`src/rtl/hack_fetch_unit_if.sv`:
```
// ---------------------------------------------------------------------------
// hack_fetch_unit_if
//   Bundles the ROM port, jump redirect and output handshake of the Hack
//   fetch stage. clk/reset are not part of the bundle.
//
//   rom_addr    : fetch -> ROM, address (equals PC)
//   rom_instr   : ROM -> fetch, combinational read data
//   jump_en     : execute -> fetch, redirect request
//   jump_addr   : execute -> fetch, redirect target
//   out_valid   : fetch -> decode, entry is live
//   out_ready   : decode -> fetch, entry accepted this cycle
//   out_instr   : fetch -> decode, captured instruction
//   out_pc      : fetch -> decode, address of out_instr
//   fetch_count : completed handshakes (wraps)
//   fault       : sticky out-of-bounds fetch flag
//
//   master : the fetch unit side; slave : the environment side.
// ---------------------------------------------------------------------------
interface hack_fetch_unit_if #(
  parameter int ADDR_W = 16,
  parameter int DATA_W = 16
);
  logic [ADDR_W-1:0] rom_addr;
  logic [DATA_W-1:0] rom_instr;
  logic              jump_en;
  logic [ADDR_W-1:0] jump_addr;
  logic              out_valid;
  logic              out_ready;
  logic [DATA_W-1:0] out_instr;
  logic [ADDR_W-1:0] out_pc;
  logic [15:0]       fetch_count;
  logic              fault;

  modport master (
    output rom_addr, out_valid, out_instr, out_pc, fetch_count, fault,
    input  rom_instr, jump_en, jump_addr, out_ready
  );

  modport slave (
    input  rom_addr, out_valid, out_instr, out_pc, fetch_count, fault,
    output rom_instr, jump_en, jump_addr, out_ready
  );
endinterface

```
`src/rtl/hack_fetch_unit.sv`:
```
// ---------------------------------------------------------------------------
// hack_fetch_unit
//   Instruction fetch stage for the Hack CPU. Owns the PC, addresses the
//   combinational instruction ROM, captures {instr, pc} into an output
//   register and hands it downstream with valid/ready. A jump from execute
//   redirects the PC and flushes the captured entry.
//
//   Ports:
//     clk   : rising-edge clock
//     reset : asynchronous, active-high reset
//     bus   : hack_fetch_unit_if.master (ROM port, jump, handshake, status)
//
//   Optional feature, macro FETCH_BOUNDS_EN:
//     When defined, a capture from pc >= ROM_DEPTH is refused, fault is set
//     and the unit enters HALT (jumps ignored, pc frozen, any pending entry
//     drains, then out_valid stays low until reset). When undefined, there
//     is no bounds check and fault is constant 0.
// ---------------------------------------------------------------------------
module hack_fetch_unit #(
  parameter int                ADDR_W    = 16,
  parameter int                DATA_W    = 16,
  parameter int                ROM_DEPTH = 256,
  parameter logic [ADDR_W-1:0] RESET_PC  = '0
) (
  input  logic              clk,
  input  logic              reset,
  hack_fetch_unit_if.master bus
);

`ifdef FETCH_BOUNDS_EN
  localparam bit BOUNDS_EN = 1'b1;
`else
  localparam bit BOUNDS_EN = 1'b0;
`endif

  typedef enum logic {RUN = 1'b0, HALT = 1'b1} state_t;

  state_t            state_q, state_d;
  logic [ADDR_W-1:0] pc_q, pc_d;
  logic              valid_q, valid_d;
  logic [DATA_W-1:0] instr_q, instr_d;
  logic [ADDR_W-1:0] opc_q, opc_d;
  logic [15:0]       cnt_q, cnt_d;
  logic              fault_q, fault_d;

  logic consume;
  logic oob;

  assign consume = valid_q & bus.out_ready;
  // Widen before comparing so a ROM_DEPTH of 2^ADDR_W never truncates.
  assign oob     = (32'(pc_q) >= 32'(ROM_DEPTH));

  // State register
  always_ff @(posedge clk or posedge reset) begin
    if (reset) begin
      state_q <= RUN;
    end else begin
      state_q <= state_d;
    end
  end

  // Datapath registers; all cleared by reset so outputs read zero at once.
  always_ff @(posedge clk or posedge reset) begin
    if (reset) begin
      pc_q    <= RESET_PC;
      valid_q <= 1'b0;
      instr_q <= '0;
      opc_q   <= '0;
      cnt_q   <= '0;
      fault_q <= 1'b0;
    end else begin
      pc_q    <= pc_d;
      valid_q <= valid_d;
      instr_q <= instr_d;
      opc_q   <= opc_d;
      cnt_q   <= cnt_d;
      fault_q <= fault_d;
    end
  end

  // Next-state logic
  always_comb begin
    state_d = state_q;
    pc_d    = pc_q;
    valid_d = valid_q;
    instr_d = instr_q;
    opc_d   = opc_q;
    fault_d = fault_q;
    // A consumption is counted even when a jump flushes on the same edge.
    cnt_d   = cnt_q + 16'(consume);

    case (state_q)
      RUN: begin
        if (bus.jump_en) begin
          pc_d    = bus.jump_addr;
          valid_d = 1'b0;
        end else if (!valid_q || bus.out_ready) begin
          if (BOUNDS_EN && oob) begin
            // Refused capture: any live entry was consumed this edge,
            // so nothing remains to present.
            fault_d = 1'b1;
            state_d = HALT;
            valid_d = 1'b0;
          end else begin
            instr_d = bus.rom_instr;
            opc_d   = pc_q;
            valid_d = 1'b1;
            pc_d    = pc_q + ADDR_W'(1);
          end
        end
      end
      HALT: begin
        if (consume) begin
          valid_d = 1'b0;
        end
      end
    endcase
  end

  // Output logic
  always_comb begin
    bus.rom_addr    = pc_q;
    bus.out_valid   = valid_q;
    bus.out_instr   = instr_q;
    bus.out_pc      = opc_q;
    bus.fetch_count = cnt_q;
    bus.fault       = fault_q;
  end

endmodule

```
`src/flat_wrapper.sv`:
```
// flat-port wrapper written by rule: the top's interface ports become plain ports
module hack_fetch_unit_flat 
#(
  parameter int                ADDR_W    = 16,
  parameter int                DATA_W    = 16,
  parameter int                ROM_DEPTH = 256,
  parameter logic [ADDR_W-1:0] RESET_PC  = '0
)
  (clk, reset, bus_rom_addr, bus_out_valid, bus_out_instr, bus_out_pc, bus_fetch_count, bus_fault, bus_rom_instr, bus_jump_en, bus_jump_addr, bus_out_ready);
  hack_fetch_unit_if #(.ADDR_W(ADDR_W), .DATA_W(DATA_W)) bus_i ();
  input  logic clk;
  input  logic reset;
  output wire logic [$bits(bus_i.rom_addr)-1:0] bus_rom_addr;
  output wire logic [$bits(bus_i.out_valid)-1:0] bus_out_valid;
  output wire logic [$bits(bus_i.out_instr)-1:0] bus_out_instr;
  output wire logic [$bits(bus_i.out_pc)-1:0] bus_out_pc;
  output wire logic [$bits(bus_i.fetch_count)-1:0] bus_fetch_count;
  output wire logic [$bits(bus_i.fault)-1:0] bus_fault;
  input wire logic [$bits(bus_i.rom_instr)-1:0] bus_rom_instr;
  input wire logic [$bits(bus_i.jump_en)-1:0] bus_jump_en;
  input wire logic [$bits(bus_i.jump_addr)-1:0] bus_jump_addr;
  input wire logic [$bits(bus_i.out_ready)-1:0] bus_out_ready;
  assign bus_rom_addr = bus_i.rom_addr;
  assign bus_out_valid = bus_i.out_valid;
  assign bus_out_instr = bus_i.out_instr;
  assign bus_out_pc = bus_i.out_pc;
  assign bus_fetch_count = bus_i.fetch_count;
  assign bus_fault = bus_i.fault;
  assign bus_i.rom_instr = bus_rom_instr;
  assign bus_i.jump_en = bus_jump_en;
  assign bus_i.jump_addr = bus_jump_addr;
  assign bus_i.out_ready = bus_out_ready;
  hack_fetch_unit #(.ADDR_W(ADDR_W), .DATA_W(DATA_W), .ROM_DEPTH(ROM_DEPTH), .RESET_PC(RESET_PC)) u_core (.clk(clk), .reset(reset), .bus(bus_i));
endmodule
```
`config.mk`:
```
export PLATFORM = sky130hd
export DESIGN_NAME = hack_fetch_unit_flat
export DESIGN_NICKNAME = d
export VERILOG_FILES = /design/src/rtl/hack_fetch_unit_if.sv /design/src/rtl/hack_fetch_unit.sv /design/src/flat_wrapper.sv
export SDC_FILE = /design/constraint.sdc
export NUM_CORES = 1
export LEC_CHECK = 0
export CORE_MARGIN = 1
export CORE_UTILIZATION = 45
export CTS_CLUSTER_DIAMETER = 30
export DETAILED_ROUTE_END_ITERATION = 6
export DONT_BUFFER_PORTS = 1
export REMOVE_ABC_BUFFERS = 1
export SLEW_MARGIN = 20
export SYNTH_ARGS = -nofsm -noshare
export SYNTH_HDL_FRONTEND = slang
export SYNTH_SLANG_ARGS = --single-unit
```
`constraint.sdc`:
```
create_clock -name clk -period 2.1 [get_ports clk]
set_input_delay 0.21 -clock clk [delete_from_list [all_inputs] [get_ports clk]]
set_output_delay 0.21 -clock clk [all_outputs]
set_load 0.1 [all_outputs]
```
### Word level (Yosys, flattened, before mapping)

Cells that the tools add are included.

| storage, ports and cells | value |
|---|---|
| register bits after elaboration | 65 |
| logic and storage cells | 17 |
| output and inout port bits | 66 |

| cells by class | value |
|---|---|
| add/sub/neg operators | 2 |
| bitwise logic cells | 2 |
| muxes and demuxes | 4 |
| reduce and logical (&&, ||, !) cells | 4 |

Operators by type and width:

| kind | number |
|---|---|
| 2-to-1 mux 16 bit | 2 |
| adder 16 x 1 -> 16 bit | 1 |
| adder 16 x 1 -> 16 bit (second input constant) | 1 |
| 2-to-1 mux 1 bit | 2 |
| AND reduction 2 bit | 1 |
| nonzero test 2 bit | 1 |
| AND 1 bit | 1 |
| zero test 1 bit | 1 |
| logical OR 1 bit | 1 |
| inverter 1 bit | 1 |

### Longest topological paths before layout

| logic depth | value |
|---|---|
| depth in word-level cells | 4 |
| depth in mapped cells | 7 |

### Worst setup path after synthesis

No wires, ideal clock.

| timing | value |
|---|---|
| path type | reg2reg |
| start | register u_core.valid_q (netlist: u_core.bus.out_valid) |
| end | register u_core.cnt_q[12] (netlist: u_core.bus.fetch_count[12]) |
| slack | -241 ps |
| buffers on the path | 0 |
| arrival time | 2,183 ps |
| cell stages (with the launch flop) | 8 |
| library setup time | 158 ps |
| path through | dfrtp_1 -> and2_1 -> ha_1 -> ha_1 -> nand2_1 -> nor2_1 -> nand4_1 -> xnor2_1 |

| on the way | value |
|---|---|
| word-level cells in the longest chain between the ends | 2 |

RTL lines:

| element | line | source |
|---|---|---|
| start: declaration | hack_fetch_unit.sv:40 | `logic valid_q, valid_d;` |
| start signal: assignment | hack_fetch_unit.sv:73 | `valid_q <= valid_d;` |
| AND 1 bit | hack_fetch_unit.sv:49 | `assign consume = valid_q & bus.out_ready;` |
| adder 16 x 1 -> 16 bit | hack_fetch_unit.sv:90 | `cnt_d = cnt_q + 16'(consume);` |
| via u_core.cnt_d[12] | hack_fetch_unit.sv:43 | `logic [15:0] cnt_q, cnt_d;` |
| end signal: assignment | hack_fetch_unit.sv:76 | `cnt_q <= cnt_d;` |
| end: declaration | hack_fetch_unit.sv:43 |  |

The timed path passes the listed nets, and every way through them passes these cells.
A chain may end at the register's enable or synchronous reset.

### Worst setup path in the final report

| timing | value |
|---|---|
| start | register u_core.pc_q[4] (netlist: u_core.bus.rom_addr[4]) |
| end | register u_core.pc_q[5] (netlist: u_core.bus.rom_addr[5]) |

| on the way | value |
|---|---|
| word-level cells in the longest chain between the ends | 3 |

RTL lines:

| element | line | source |
|---|---|---|
| start: declaration | hack_fetch_unit.sv:39 | `logic [ADDR_W-1:0] pc_q, pc_d;` |
| start signal: assignment | hack_fetch_unit.sv:72 | `pc_q <= pc_d;` |
| adder 16 x 1 -> 16 bit | hack_fetch_unit.sv:108 | `pc_d = pc_q + ADDR_W'(1);` |
| 2-to-1 mux 16 bit | hack_fetch_unit.sv:97 | `end else if (!valid_q \|\| bus.out_ready) begin` |
| 2-to-1 mux 16 bit | hack_fetch_unit.sv:94 | `if (bus.jump_en) begin` |

No other way between the ends. The select of a mux whose other input is x is not followed.

==> reports/results.tsv <==
metric	value	unit
routed_wl	6060	µm
vias	2050	
insertion_delay	330	ps
crit_buf_inv	2	
crit_path_top_delay_cell	dlygate4sd3_1	
period_minus_slack	1950	ps
peakVddDrop	1.44	mV
numPortBuffers	0	
worstMarginPinSlew	644	ps
skew	7.42	ps
numCtsBuffers	9	
relSlewSlack	0.570	
cpPeakStageDelay	560	ps
worstHoldEndpoint	u_core.bus.out_instr[6]$_DFFE_PP0P_	
syn_area	2800	µm²
r2r_setup_slack	150	ps
htreeDepth	3	
gp_congestion	0.807	
grt_setup_unrepaired	no	
nNetsFinal	351	
grt_pass1_vias	2035	
yosysWarnings	0	
max-cap-violations	0	
startpoint_type	register	
endpoint_kind	register	
ant_nets	0	
final_common_cell	buf_4	
grt_first_pass_wirelength	9360	µm
syn-instance-count	229	
antenna_cells	0	
final_util	0.615	
arrival	2220	ps
power_density	1250	nW/µm²
seq_area	1630	µm²
n_fill_cell	518	
cp_top_family	buffers and inverters	
yosysSeqAreaShare	0.581	
dieArea	6540	µm²
drt_iter0_markers	87	
die_h	80.9	µm
multi_input_area	1120	µm²
stdcell_area	3660	µm²
synth-seq-cells	65	
drt-pass1-iter-count	4	
critical_path.max_fanout	4	
dp_hpwl	4240	µm
ios	102	
dieWidth	80.9	µm
hp-class	primary input to register	
grt_max_degree	37	
ff2ff_path_depth	6	
grtUsageMet2	0.318	
hold_path_depth	1	
finalSetupViolations	0	
met1_usage	0.231	
worstPathRequired	2370	ps
min_period_over_period	0.927	
drcViolationCount	0	
rows	28	
slew_viol_final	0	
cts_root_buffer	clkbuf_8	
place_area	3380	µm²
gr-total-overflow	0	
r2r-end	u_core.bus.rom_addr[5]$_DFFE_PP0P_	
cts_sinks	65	
grtUsageTotal	0.195	
tritoncts	built	
clockBufferDepth	2	
antenna_found_initial	0	
area_growth	30.9	%
crit_type	register to register	
drive_gt1_frac	0.377	
syn_area_per_cell	12.2	µm²
fmax	0.514	GHz
core_area	5960	µm²
timing.rr.start	u_core.bus.rom_addr[4]$_DFFE_PP0P_	
path_cells	buf_4, and2_2, nand4_1, xor2_1, o21ai_0, dlygate4sd3_1	
grt.met3_usage	0.0551	
status	finished, final reports clean	
p_leak	1.66	nW
wire_per_inst	15.5	µm
finalHoldViolations	0	
most-common-layout-cells	buf_4 (68), dfrtp_1 (65), mux2_2 (31)	
busiest_layer	met2	
post_cts_buffers	0	
ys_types	29	
holdCritStartpoint	bus_rom_instr[6]	
viasPerCell	5.24	
cts.clk_slew.worst_paths	70	ps
start_util	0.470	
==> worst max-delay path by stage <==
stage,start,end,slack (ps),cells past startpoint
floorplan,u_core.bus.out_valid$_DFFE_PP0P_,u_core.bus.out_pc[7]$_DFFE_PP0P_,-480,3
global placement,u_core.bus.rom_addr[3]$_DFFE_PP0P_,u_core.bus.rom_addr[13]$_DFFE_PP0P_,470,4
detailed placement,u_core.bus.rom_addr[3]$_DFFE_PP0P_,u_core.bus.rom_addr[15]$_DFFE_PP0P_,380,4
CTS,u_core.bus.rom_addr[4]$_DFFE_PP0P_,u_core.bus.rom_addr[5]$_DFFE_PP0P_,150,6
global route,u_core.bus.rom_addr[4]$_DFFE_PP0P_,u_core.bus.rom_addr[5]$_DFFE_PP0P_,50,6
finish,u_core.bus.rom_addr[4]$_DFFE_PP0P_,u_core.bus.rom_addr[5]$_DFFE_PP0P_,150,6
==> cells in the mapped netlist <==
cell type	n	area (µm²)
and4_2	1	10.0
o21ai_0	12	60.1
clkbuf_1	4	15.0
or3_1	2	12.5
nand4_1	11	68.8
or3_4	1	11.3
and2_2	1	7.51
nand2_1	20	75.1
or3_2	1	7.51
buf_2	4	20.0
mux2_1	1	11.3
conb_1	1	3.75
o31ai_1	3	22.5
mux2i_1	1	10.0
and4_1	3	26.3
dfrtp_1	65	1630
or4_1	4	30.0
nand3_1	12	60.1
nand2b_1	1	6.26
and2_1	4	25.0
mux2_2	31	349
ha_1	4	50.1
buf_4	1	7.51
nor2_1	10	37.5
a31oi_1	6	37.5
inv_1	2	7.51
xor2_1	11	96.3
xnor2_1	11	96.3
o211ai_1	1	7.51
==> report_power, final <==
group          switching (mW)  internal [mW]
Clock                   0.459          0.488
Sequential              0.113           1.43
Combinational            1.67          0.407
Total                    2.24           2.33
==> registers in the layout, summed over array words and instances, names as in the netlist <==
register	count
u_core.bus.rom_addr	16
u_core.bus.out_pc	16
u_core.bus.out_valid	1
u_core.bus.fetch_count	16
u_core.bus.out_instr	16
==> metrics by stage <==
stage          worst slack [ps]  TNS [ps]  hold slack, ps  power, mW  cells
6_report                    153         0            18.2       4.57    391
4_1_cts                     147         0            4.37       4.61    391
2_1_floorplan              -483    -17150             317       3.20    220
5_1_grt                    52.6         0            7.70       4.74    391
3_5_place_dp                382         0             222       3.63    364
3_3_place_gp                469         0             221       3.61    364
==> kinds of logic after synthesis <==
group | after synthesis | synth area share
buffers and inverters | 11 | 0.0179
and+or+nand+nor | 71 | 0.135
AOI/OAI and AO/OA | 22 | 0.0456
xor gates and xnor gates | 22 | 0.0688
muxes | 33 | 0.132
adders and majority gates | 4 | 0.0179
DFF | 65 | 0.581
other | 1 | 0.00134
==> repair_timing <==
action	CTS	global route
resized for setup	0	0
hold buffers	11	0
endpoints found under the hold margin	40	0
setup endpoints to repair	0	0
==> layer usage <==
metal / vias to the layer above / part of all wire
met5: - / 0
met4: 0 / 0.025
met3: 14 / 0.060
met2: 64 / 0.49
met1: 994 / 0.42
li1: 978 / -
==> layout make-up <==
type,count,share of cell area
inverters,2,0.00205
repair buffers,80,0.175
clock buffers,13,0.0434
flip-flops and latches,65,0.444
multi-input cells,153,0.306
clock inverters,3,0.00410
well taps,75,0.0256
(Power assumes the default switching activity.)
